File: src/rtl/serial_subtractor_8bit.sv
// Bit-serial A - B - Bin subtractor: one full-subtractor cell and a borrow flop, LSB first.
// Optional signed-overflow flag output when OVF_FLAG_EN is defined.
module serial_subtractor_8bit #(
  parameter int unsigned WIDTH = 8
) (
  input  logic             clk,
  input  logic             rst,
  input  logic             start,
  input  logic [WIDTH-1:0] A,
  input  logic [WIDTH-1:0] B,
  input  logic             Bin,
  output logic             busy,
  output logic             done,
  output logic [WIDTH-1:0] Diff,
  output logic             Bout
`ifdef OVF_FLAG_EN
  ,
  output logic             ovf
`endif
);

  localparam int unsigned CntW = (WIDTH > 1) ? $clog2(WIDTH) : 1;
  localparam logic [CntW-1:0] LastBit = CntW'(WIDTH - 1);

  typedef enum logic {
    StIdle,
    StRun
  } state_e;

  state_e           r_state, w_state_d;
  logic [WIDTH-1:0] r_a, w_a_d;
  logic [WIDTH-1:0] r_b, w_b_d;
  logic [WIDTH-1:0] r_res, w_res_d;
  logic [CntW-1:0]  r_cnt, w_cnt_d;
  logic             r_borrow, w_borrow_d;
  logic             r_done, w_done_d;
  logic [WIDTH-1:0] r_diff, w_diff_d;
  logic             r_bout, w_bout_d;

  logic             w_a_bit;
  logic             w_b_bit;
  logic             w_diff_bit;
  logic             w_borrow_nxt;
  logic [WIDTH-1:0] w_res_shift;

`ifdef OVF_FLAG_EN
  // Operand MSBs are kept aside since the operand registers are consumed by the shift.
  logic r_a_msb, w_a_msb_d;
  logic r_b_msb, w_b_msb_d;
  logic r_ovf, w_ovf_d;
`endif

  // Full-subtractor cell on the current LSBs
  always_comb begin
    w_a_bit      = r_a[0];
    w_b_bit      = r_b[0];
    w_diff_bit   = w_a_bit ^ w_b_bit ^ r_borrow;
    w_borrow_nxt = (~w_a_bit & w_b_bit) | (~(w_a_bit ^ w_b_bit) & r_borrow);
    w_res_shift  = {w_diff_bit, r_res[WIDTH-1:1]};
  end

  always_comb begin
    w_state_d  = r_state;
    w_a_d      = r_a;
    w_b_d      = r_b;
    w_res_d    = r_res;
    w_cnt_d    = r_cnt;
    w_borrow_d = r_borrow;
    w_done_d   = 1'b0;
    w_diff_d   = r_diff;
    w_bout_d   = r_bout;
`ifdef OVF_FLAG_EN
    w_a_msb_d  = r_a_msb;
    w_b_msb_d  = r_b_msb;
    w_ovf_d    = r_ovf;
`endif

    case (r_state)
      StIdle: begin
        if (start) begin
          w_a_d      = A;
          w_b_d      = B;
          w_res_d    = '0;
          w_cnt_d    = '0;
          w_borrow_d = Bin;
`ifdef OVF_FLAG_EN
          w_a_msb_d  = A[WIDTH-1];
          w_b_msb_d  = B[WIDTH-1];
`endif
          w_state_d  = StRun;
        end
      end

      StRun: begin
        w_a_d      = {1'b0, r_a[WIDTH-1:1]};
        w_b_d      = {1'b0, r_b[WIDTH-1:1]};
        w_res_d    = w_res_shift;
        w_borrow_d = w_borrow_nxt;
        w_cnt_d    = r_cnt + 1'b1;
        if (r_cnt == LastBit) begin
          w_diff_d  = w_res_shift;
          w_bout_d  = w_borrow_nxt;
          w_done_d  = 1'b1;
          w_state_d = StIdle;
`ifdef OVF_FLAG_EN
          // w_diff_bit is the result MSB on the final bit
          w_ovf_d   = (r_a_msb ^ r_b_msb) & (r_a_msb ^ w_diff_bit);
`endif
        end
      end

      default: w_state_d = StIdle;
    endcase
  end

  always_ff @(posedge clk) begin
    if (rst) begin
      r_state  <= StIdle;
      r_a      <= '0;
      r_b      <= '0;
      r_res    <= '0;
      r_cnt    <= '0;
      r_borrow <= 1'b0;
      r_done   <= 1'b0;
      r_diff   <= '0;
      r_bout   <= 1'b0;
    end else begin
      r_state  <= w_state_d;
      r_a      <= w_a_d;
      r_b      <= w_b_d;
      r_res    <= w_res_d;
      r_cnt    <= w_cnt_d;
      r_borrow <= w_borrow_d;
      r_done   <= w_done_d;
      r_diff   <= w_diff_d;
      r_bout   <= w_bout_d;
    end
  end

`ifdef OVF_FLAG_EN
  always_ff @(posedge clk) begin
    if (rst) begin
      r_a_msb <= 1'b0;
      r_b_msb <= 1'b0;
      r_ovf   <= 1'b0;
    end else begin
      r_a_msb <= w_a_msb_d;
      r_b_msb <= w_b_msb_d;
      r_ovf   <= w_ovf_d;
    end
  end

  assign ovf = r_ovf;
`endif

  assign busy = (r_state == StRun);
  assign done = r_done;
  assign Diff = r_diff;
  assign Bout = r_bout;

endmodule

File: config.mk
export PLATFORM = sky130hd
export DESIGN_NAME = serial_subtractor_8bit
export DESIGN_NICKNAME = d
export VERILOG_FILES = /design/src/rtl/serial_subtractor_8bit.sv
export SDC_FILE = /design/constraint.sdc
export NUM_CORES = 1
export LEC_CHECK = 0
export ABC_AREA = 0
export CAP_MARGIN = 20
export CORE_UTILIZATION = 45
export CTS_CLUSTER_SIZE = 10
export DETAILED_ROUTE_END_ITERATION = 8
export HOLD_SLACK_MARGIN = 0.02
export MAX_ROUTING_LAYER = met4
export PLACE_DENSITY = 0.7
export RECOVER_POWER = 100
export SETUP_SLACK_MARGIN = 0.15
export SYNTH_ARGS = -nofsm -noshare
export SYNTH_HDL_FRONTEND = slang
export SYNTH_SLANG_ARGS = --single-unit
File: constraint.sdc
create_clock -name clk -period 1.2 [get_ports clk]
set_input_delay 0.12 -clock clk [delete_from_list [all_inputs] [get_ports clk]]
set_output_delay 0.12 -clock clk [all_outputs]
set_load 0.1 [all_outputs]
**Yosys cells after proc, flatten, opt, wreduce, memory -nomap -nowiden**

Cells that the tools add are included.
W data, S select, Z words.

- Register bits: 39
- Input bits: 20
- Output and inout bits: 11
- Logic and storage cells: 36

- Add/sub/neg operators: 1
- Eq/ne operators: 2
- Mux-type cells: 14
- Bitwise operators: 8
- Reduce and logical (&&, ||, !) cells: 2

Operator list:

| cell | number |
|---|---|
| $pmux W8 S2 | 3 |
| $mux W8 | 3 |
| $pmux W3 S2 | 1 |
| $mux W1 | 4 |
| $pmux W1 S2 | 2 |
| $add A3 B1 Y3 const B | 1 |
| $eq A3 B3 Y1 const B | 1 |
| $mux W3 | 1 |
| $not A1 Y1 | 3 |
| $and A1 B1 Y1 | 2 |
| $ne A2 B2 Y1 const B | 1 |
| $reduce_and A2 Y1 | 1 |
| $reduce_or A2 Y1 | 1 |
| $xor A1 B1 Y1 | 2 |
| $or A1 B1 Y1 | 1 |

**Depth between registers and ports, before layout**

Gate-level depths: netlist of run 1.

- Word-level depth: 5
- Mapped depth: 5
- Depth with buffers taken out: 4

**Least setup slack after synthesis of run 1**

No wires, ideal clock.

- Path type: register -> register
- Start: register r_state, in the netlist busy
- End: register r_a[0]
- Setup time: 0.086 ns
- Data arrival time: 1.666 ns
- Data required time: 1.114 ns
- Path slack: -0.552 ns
- Cell stages (with the launch flop): 4
- Buffers on the path: 1
- Cell sequence: dfxtp_1 -> inv_1 -> buf_1 -> a211oi_1

- Longest elaborated chain between the ends: 2
- Elaborated cells on any way between the ends: 3
- Classes of those cells: 1 x eq/ne; 1 x mux; 1 x bitwise

RTL lines:

| item | RTL line | source |
|---|---|---|
| start: declaration | 30 | `state_e r_state, w_state_d;` |
| start signal: assignment | 118 | `r_state <= StIdle;` |
| start signal: assignment | 128 | `r_state <= w_state_d;` |
| $not A1 Y1 (no line) | -- |  |
| $pmux W8 S2 or $ne A2 B2 Y1 (tied branches) | -- |  |
| end signal: assignment | 129 | `r_a <= w_a_d;` |
| end: declaration | 31 | `logic [WIDTH-1:0] r_a, w_a_d;` |

Parallel ways exist; a longest one is shown, timed or not.
A chain may end at the register's enable or synchronous reset.

**Worst setup path after layout of run 1**

- Start: register r_cnt[0]
- End: register r_diff[0], in the netlist Diff[0]

- Longest elaborated chain between the ends: 2

RTL lines:

| item | RTL line | source |
|---|---|---|
| start: declaration | 34 | `logic [CntW-1:0] r_cnt, w_cnt_d;` |
| start signal: assignment | 132 | `r_cnt <= w_cnt_d;` |
| $eq A3 B3 Y1 | 100 | `if (r_cnt == LastBit) begin` |
| $reduce_and A2 Y1 (no line) | -- |  |
| end signal: assignment | 135 | `r_diff <= w_diff_d;` |
| end: declaration | 37 | `logic [WIDTH-1:0] r_diff, w_diff_d;` |

Every way passes these cells.

==> results of run 1 <==
worst register-to-register path, stage by stage, from the launching register on:
cell     delay (ns)
dfxtp_2        0.34
ha_4           0.16
ha_4           0.18
buf_6          0.14
a21bo_2        0.19
a21oi_2        0.10
registers in the layout, summed over array words and instances (netlist names):
register and flops:
Bout 1, Diff 8, busy 1, done 1, r_a 8, r_b 8
r_borrow 1, r_cnt 3, r_res 7
where the power goes:
group          leakage (uW)  internal [uW]  switching (uW)
Sequential         0.000318           1320            49.0
Combinational      0.000577            247             205
Clock             0.0000482            463             426
timing repair:
action | 4_1_cts | 5_1_grt
pin swaps | 6 | 10
resized for setup | 11 | 29
hold buffers | 0 | 0
setup endpoints to repair | 34 | 37
setup buffers | 8 | 7
gates cloned | 0 | 2
final cells by class:
cell class                      instances  area share [%]
Clock buffer                            7           3.626
Clock inverter                          1          0.2102
Inverter                                3          0.6306
Multi-Input combinational cell        112           37.68
Sequential cell                        38           32.84
Tap cell                               46           2.417
Timing Repair Buffer                   55           22.60
per-stage QoR:
stage / hold slack, ns / area, um^2 / utilization (%)
after global placement: 0.4467 / 2161 / 62.78
final: 0.4531 / 2381 / 69.17
after detailed placement: 0.4666 / 2161 / 62.78
after CTS: 0.4601 / 2344 / 68.08
after global routing: 0.4699 / 2381 / 69.17
after floorplan: 0.3153 / 1753 / -
synth_stat cells:
| master | count |
|---|---|
| nand2b_1 | 1 |
| fa_1 | 1 |
| inv_1 | 3 |
| ha_1 | 2 |
| a21o_1 | 1 |
| a211oi_1 | 15 |
| nor2_1 | 2 |
| nand3_1 | 8 |
| buf_1 | 1 |
| clkbuf_1 | 6 |
| or3b_1 | 10 |
| a311oi_1 | 1 |
| buf_2 | 6 |
| nor2b_1 | 14 |
| buf_8 | 1 |
| buf_6 | 2 |
| a21bo_2 | 8 |
| nor3_1 | 2 |
| nand2_1 | 10 |
| a21oi_2 | 1 |
| dfxtp_1 | 38 |
| mux2i_1 | 17 |
| a21oi_1 | 19 |
logic make-up after synthesis:
logic type               after synthesis
AO/OA/AOI/OAI                         45
adder cells (fa/ha/maj)                3
buffers and inverters                 19
flip-flops                            38
multiplexers                          17
AND/OR/NAND/NOR                       47
metal layers:
| metal | GRT usage, % | wire length, um | vias up | part of all wire (%) |
|---|---|---|---|---|
| met2 | 31.72 | 2101 | 26 | 49 |
| met5 | - | 0 | - | 0 |
| met1 | 25.37 | 1963 | 667 | 46 |
| li1 | - | - | 692 | - |
| met4 | 6.977 | 67 | 0 | 1.6 |
| met3 | 5.292 | 142 | 8 | 3.3 |
final timing paths:
path / endpoint / slack [ns] / cells past startpoint
setup / recovery: Diff[0]$_SDFFE_PP0P_ / 0.03 / 5
hold / removal: busy$_SDFF_PP0_ / 0.45 / 4
setup reg to reg: Diff[0]$_SDFFE_PP0P_ / 0.03 / 5
hold reg to reg: r_res[2]$_SDFFE_PP0P_ / 0.48 / 2
==> impl_metrics.yaml, run 1 <==
synthesis:
  synth_compound_area_share_pct: 18.73
  syn-num-nets: 192
  synth_cells: 169
  synth_top_family_by_area: "compound AO/OA/AOI/OAI gates"
  muxShareOfSynthArea_pct: 10.19
  syn_area_per_cell_um2: 9.884
  yosysTopAreaCell: "dfxtp_1"
  synth_area_leaders: "dfxtp_1 46%, mux2i_1 10%, a211oi_1 6.7%"
  yosys.area_share.simple_pct: 16.55
  yosys_warnings: 0
  synth-seq-cells: 38
  synthXorXnorAreaFrac_pct: 0
  synth_top_area_share_pct: 45.54
  netlist_area_um2: 1670
  ys_seq_area_share_pct: 45.54
  synth_adder_area_share_pct: 2.697
  synth_cell_types: 23
sta:
  min_period_ns: 1.173
  fmax_mhz: 852.8
  relSlewSlack_pct: 74.71
  setup_tns_ns: 0
  setup_viol_count_final: 0
  finalCritPeriodShare_pct: 97.72
  rsz0062_at_grt: "yes"
  skew_ns: 0.005447
  worst_pin_slew_ns: 0.3794
  slew_viol_final: 0
  finalWorstSetupSlack_ns: 0.02733
  hold_viol: 0
finish:
  area_delta_synth_final_pct: 42.55
  multi_input_area_um2: 897.1
  layout_commonest_cell: "dfxtp_1"
  final_cell_mix: "23 x dfxtp_1, 18 x a21oi_1, 18 x clkdlybuf4s50_1"
  regArea_um2: 782.0
  layout-drive-gt1-share_pct: 39.35
  nets: 238
  antenna_cells: 0
  fill_cells: 255
  fin_cells: 262
clocking:
  cts.path.max_buffers: 2
  clock-sinks: 38
  clockRootBuffer: "clkbuf_8"
  htreeDepth: 2
  clk_pin_slew_worst_paths_ns: 0.07
  cts_made_buffers: 5
  cts_tree: "done"
  insertion_delay_ns: 0.29
placed_design:
  place_congestion: 0.7043
  post-place-ws_ns: -0.1617
  dp_cells: 237
  hpwl_um: 2200
  port_buffers: 30
job:
  cap_violations: 0
global_route:
  gr-total-overflow: 0
  grt_usage_pct: 20.37
  antenna_found_initial: 0
  grt_pass1_wl_um: 6099
  grt_pass1_vias: 1303
  grt_max_degree: 29
setup_path:
  startpoint_type: "register"
  r2r-start: "r_cnt[0]$_SDFFE_PP0P_"
  worstPathCellList: "ha_4, ha_4, buf_6, a21bo_2, a21oi_2"
  critPathBufInv: 1
  slowest_stage: "dfxtp_2"
  crit_fanout: 7
  path_delay_family: "flip-flops"
  crit_top_cell: "ha_4"
  crit_start: "r_cnt[0]$_SDFFE_PP0P_"
  worstPathRequired_ns: 1.42
  timing_worst_setup_path_type: "reg -> reg"
  max_stage_delay_ns: 0.34
  worst_setup_path_end_kind: "register"
  cp.arrival_ns: 1.40
hold_path:
  hp-class: "in -> reg"
  hold_start: "start"
floorplan:
  die_area_um2: 3960
  die_w_um: 62.93
  fp.coreArea_um2: 3442
  rows: 21
  die_height_um: 62.93
  initial_utilization_pct: 48.53
  io_pins: 31
detailed_routing:
  drt_wl_total_um: 4275
  first_pass_iters: 4
  routed_via_density: 5.317
  num_vias: 1393
  drtIter0Drc: 51
  drtAntennaViolNets: 0
  wire_per_inst_um: 16.32
  drc: 0
power:
  total_power_uw: 2711
  ir_worst_vdd_v: 0.0008487
  p_leak_uw: 0.0009431
  powerDensity_nw_per_um2: 1139
run_status:
  status: "finished, final reports clean"
Note: power is estimated with default switching activity, not from simulation.
==> run 2, diff against run 1 <==
Settings changed: MAX_ROUTING_LAYER met4 to not set.
==> impl_metrics.yaml, run 2 (synthesis results as in run 1) <==
detailed_routing:
  first_pass_iters: 4
  drc: 0
  num_vias: 1397
  routed_via_density: 5.332
  drtIter0Drc: 49
  drt_wl_total_um: 4275
  wire_per_inst_um: 16.32
  drtAntennaViolNets: 0
placed_design:
  dp_cells: 237
  hpwl_um: 2200
  post-place-ws_ns: -0.1617
  port_buffers: 30
  place_congestion: 0.6968
sta:
  finalCritPeriodShare_pct: 97.82
  worst_pin_slew_ns: 0.3777
  hold_viol: 0
  setup_tns_ns: 0
  slew_viol_final: 0
  min_period_ns: 1.174
  fmax_mhz: 851.9
  skew_ns: 0.005447
  setup_viol_count_final: 0
  finalWorstSetupSlack_ns: 0.02615
  rsz0062_at_grt: "yes"
  relSlewSlack_pct: 74.82
clocking:
  clk_pin_slew_worst_paths_ns: 0.07
  clockRootBuffer: "clkbuf_8"
  insertion_delay_ns: 0.29
  clock-sinks: 38
  cts_tree: "done"
  cts_made_buffers: 5
  cts.path.max_buffers: 2
  htreeDepth: 2
global_route:
  antenna_found_initial: 0
  grt_usage_pct: 19.80
  grt_pass1_wl_um: 6099
  gr-total-overflow: 0
  grt_max_degree: 29
  grt_pass1_vias: 1303
finish:
  final_cell_mix: "23 x dfxtp_1, 18 x a21oi_1, 18 x clkdlybuf4s50_1"
  antenna_cells: 0
  fin_cells: 262
  fill_cells: 255
  area_delta_synth_final_pct: 42.55
  nets: 238
  layout_commonest_cell: "dfxtp_1"
  layout-drive-gt1-share_pct: 39.35
setup_path:
  r2r_end: "Diff[0]$_SDFFE_PP0P_"
  reg2regPathDepth: 5
  startpoint_type: "register"
  cp.arrival_ns: 1.40
  crit_fanout: 7
  slowest_stage: "dfxtp_2"
  worstPathCellList: "ha_4, ha_4, buf_6, a21bo_2, a21oi_2"
  timing_worst_setup_path_type: "reg -> reg"
  r2r-start: "r_cnt[0]$_SDFFE_PP0P_"
  rrSetupSlack_ns: 0.03
  max_stage_delay_ns: 0.34
  crit_top_cell: "ha_4"
  worstPathRequired_ns: 1.42
  worst_setup_path_end_kind: "register"
power:
  total_power_uw: 2711
  ir_worst_vdd_v: 0.0008482
  p_leak_uw: 0.0009431
  powerDensity_nw_per_um2: 1139
floorplan:
  die_height_um: 62.93
  die_w_um: 62.93
  die_area_um2: 3960
  initial_utilization_pct: 48.53
  io_pins: 31
  fp.coreArea_um2: 3442
  rows: 21
hold_path:
  hold_path_depth: 4
  hold_start: "start"
  holdPathEnd: "busy$_SDFF_PP0_"
  hp-class: "in -> reg"
run_status:
  status: "finished, final reports clean"
job:
  cap_violations: 0
## run 2: power by group
group | internal (uW) | switching [uW] | total [uW]
combinational | 248 | 205 | 453
sequential | 1320 | 48.9 | 1370
clock | 463 | 425 | 889
## run 2: worst max-delay path, delay by kind of cell, from the launching register on
kind,cells,cell delay (ns)
AO/OA/AOI/OAI,2,0.29
buffers and inverters,1,0.14
flip-flops,1,0.34
adder cells (fa/ha/maj),2,0.34
## run 2: worst max-delay path by stage
stage	slack, ns	startpoint	to	depth (start not counted)
final	0.03	r_cnt[0]$_SDFFE_PP0P_	Diff[0]$_SDFFE_PP0P_	5
after global routing	-0.02	r_borrow$_SDFFE_PP0P_	Diff[7]$_SDFFE_PP0P_	4
after CTS	0.02	r_cnt[0]$_SDFFE_PP0P_	Diff[2]$_SDFFE_PP0P_	5
after detailed placement	-0.16	start	r_res[5]$_SDFFE_PP0P_	4
after global placement	-0.13	start	r_cnt[0]$_SDFFE_PP0P_	4
after floorplan	0.04	busy$_SDFF_PP0_	r_cnt[0]$_SDFFE_PP0P_	3
## run 2: routing by layer
layer | global-route usage, % | vias to the layer above | routed length (um)
met2 | 31.72 | 26 | 2105
met3 | 5.474 | 8 | 145
li1 | - | 693 | -
met1 | 25.25 | 670 | 1956
met5 | 0 | - | 0
met4 | 6.977 | 0 | 67
## run 2: cell type report
class                      count  area, um^2  area share, %
inverter                       3       15.01         0.6306
sequential                    38       782.0          32.84
tap                           46       57.56          2.417
clock inverter                 1       5.005         0.2102
multi-input combinational    112       897.1          37.68
clock buffer                   7       86.33          3.626
timing repair buffer          55       538.0          22.60
## run 2: per-stage QoR
stage	util [%]	instance area, um^2	hold slack, ns
detailed placement	62.78	2161	0.4666
floorplan	-	1753	0.3153
global route	69.17	2381	0.4699
finish	69.17	2381	0.4531
global placement	62.78	2161	0.4467
CTS	68.08	2344	0.4601
## run 2: timing repair
action / CTS / global route
gates resized for setup: 11 / 29
gates cloned: 0 / 2
setup buffers: 8 / 7
endpoints found under the hold margin: 0 / 0
hold buffers: 0 / 0
pin swaps: 6 / 10
endpoints found under the setup margin: 34 / 37
==> run 3, diff against run 2 <==
--- a/config.mk
+++ b/config.mk
@@ -8,9 +8,11 @@
 export ABC_AREA = 0
 export CAP_MARGIN = 20
-export CORE_UTILIZATION = 45
+export CELL_PAD_IN_SITES_DETAIL_PLACEMENT = 1
+export CELL_PAD_IN_SITES_GLOBAL_PLACEMENT = 1
+export CORE_UTILIZATION = 35
 export CTS_CLUSTER_SIZE = 10
 export DETAILED_ROUTE_END_ITERATION = 8
 export HOLD_SLACK_MARGIN = 0.02
-export PLACE_DENSITY = 0.7
+export PLACE_DENSITY = 0.71
 export RECOVER_POWER = 100
 export SETUP_SLACK_MARGIN = 0.15
==> constraint.sdc (replaced) <==
create_clock -name clk -period 1.2 [get_ports clk]
set_input_delay 0.12 -clock clk [delete_from_list [all_inputs] [get_ports clk]]
set_output_delay 0.12 -clock clk [all_outputs]
set_load 0.01 [all_outputs]
==> impl_metrics.yaml, run 3 (synthesis results as in run 1) <==
finish:
  nets: 247
  fin_cells: 277
  final_cell_mix: "32 x dfxtp_1, 19 x clkdlybuf4s50_1, 16 x mux2i_1"
  area_delta_synth_final_pct: 60.67
  layout-drive-gt1-share_pct: 44.00
  layout_commonest_cell: "dfxtp_1"
  antenna_cells: 0
sta:
  slew_viol_final: 0
  finalWorstSetupSlack_ns: -0.02741
  hold_viol: 0
  finalCritPeriodShare_pct: 102.3
  setup_viol_count_final: 11
  skew_ns: 0.005568
  fin_hold_ws_ns: 0.4420
  relSlewSlack_pct: 73.98
  worst_pin_slew_ns: 0.3904
  fmax_mhz: 814.7
  rsz0062_at_grt: "yes"
  min_period_ns: 1.227
global_route:
  grt_max_degree: 29
  gr-total-overflow: 0
  grt_pass1_wl_um: 7776
  antenna_found_initial: 0
  grt_pass1_vias: 1559
  grt_usage_pct: 20.08
run_status:
  failed_checks: "design-rule violations, negative setup slack"
  status: "finished with violations"
setup_path:
  cp.arrival_ns: 1.46
  timing_worst_setup_path_type: "reg -> reg"
  worst_setup_path_end_kind: "register"
  crit_fanout: 8
  startpoint_type: "register"
  worstPathRequired_ns: 1.44
clocking:
  clk_pin_slew_worst_paths_ns: 0.08
  cts_tree: "done"
  clockRootBuffer: "clkbuf_8"
  htreeDepth: 2
  cts_made_buffers: 5
  clock-sinks: 38
  insertion_delay_ns: 0.30
  cts.path.max_buffers: 2
  cts-hold-fix-buffers: 0
floorplan:
  initial_utilization_pct: 37.33
  io_pins: 31
  die_height_um: 71.08
  die_area_um2: 5052
  fp.coreArea_um2: 4474
  rows: 24
  die_w_um: 71.08
detailed_routing:
  drc: 2
  drtIter0Drc: 46
  drt_wl_total_um: 5273
  drtAntennaViolNets: 0
  routed_via_density: 5.300
  wire_per_inst_um: 19.04
  num_vias: 1468
  first_pass_iters: 6
power:
  ir_worst_vdd_v: 0.0007115
  p_leak_uw: 0.001023
  powerDensity_nw_per_um2: 1121
  total_power_uw: 3007
placed_design:
  hpwl_um: 2512
  dp_cells: 243
  port_buffers: 30
  place_congestion: 0.6868
  post-place-ws_ns: -0.1555
hold_path:
  hp-class: "in -> reg"
job:
  cap_violations: 0
run 3: cell count changes in the layout (fill, tap and decap cells not counted), sizes merged, moves of 3 or more:
cell | before | now
clkbuf | 21 | 6
buf | 22 | 34
clkdlybuf4s25 | 0 | 7
dlygate4sd2 | 0 | 3
run 3: through the flow:
stage	instance area, um^2	TNS (ns)	util [%]
floorplan	1715	0	-
global placement	2057	-2.374	45.97
detailed placement	2057	-2.850	45.97
CTS	2472	-0.02652	55.26
global route	2684	-1.291	59.98
finish	2684	-0.1564	59.98
run 3: worst max-delay path: stages (launching register included):
cell	delay (ns)
dfxtp_2	0.35
ha_4	0.16
ha_4	0.19
buf_12	0.14
a21bo_2	0.19
a21oi_1	0.14
run 3: power by group:
part / switching, uW / internal, uW / total, uW
combinational: 240 / 293 / 532
sequential: 47.6 / 1320 / 1370
clock: 495 / 612 / 1110
run 3: final timing paths:
path | end | cells past startpoint | slack, ns | startpoint
worst max-delay path | Diff[7]$_SDFFE_PP0P_ | 5 | -0.03 | r_cnt[0]$_SDFFE_PP0P_
worst max register to register | Diff[7]$_SDFFE_PP0P_ | 5 | -0.03 | r_cnt[0]$_SDFFE_PP0P_
worst min register to register | r_res[2]$_SDFFE_PP0P_ | 2 | 0.49 | r_res[3]$_SDFFE_PP0P_
worst min-delay path | r_a[7]$_SDFFE_PP0P_ | 3 | 0.44 | A[7]
run 3: cell type report:
type / instances / area, um^2
fillers: 469 / 1790
clock buffers: 5 / 68.82
inverters: 3 / 15.01
clock inverters: 3 / 40.04
repair buffers: 64 / 710.7
multi-input cells: 112 / 1013
flip-flops and latches: 38 / 770.7
well taps: 52 / 65.06
run 3: timing repair:
action / CTS / global route
pin swaps: 30 / 16
cloned: 3 / 0
endpoints found under the setup margin: 45 / 45
buffers inserted: 14 / 9
gates resized for setup: 41 / 41
run 3: metal layers:
| metal | up-vias | part of all wire, % | global-route usage, % |
|---|---|---|---|
| li1 | 706 | - | - |
| met1 | 727 | 44 | 24.27 |
| met2 | 27 | 52 | 36.22 |
| met3 | 8 | 2.8 | 4.131 |
| met4 | 0 | 1.5 | 5.333 |
| met5 | - | 0 | 0 |
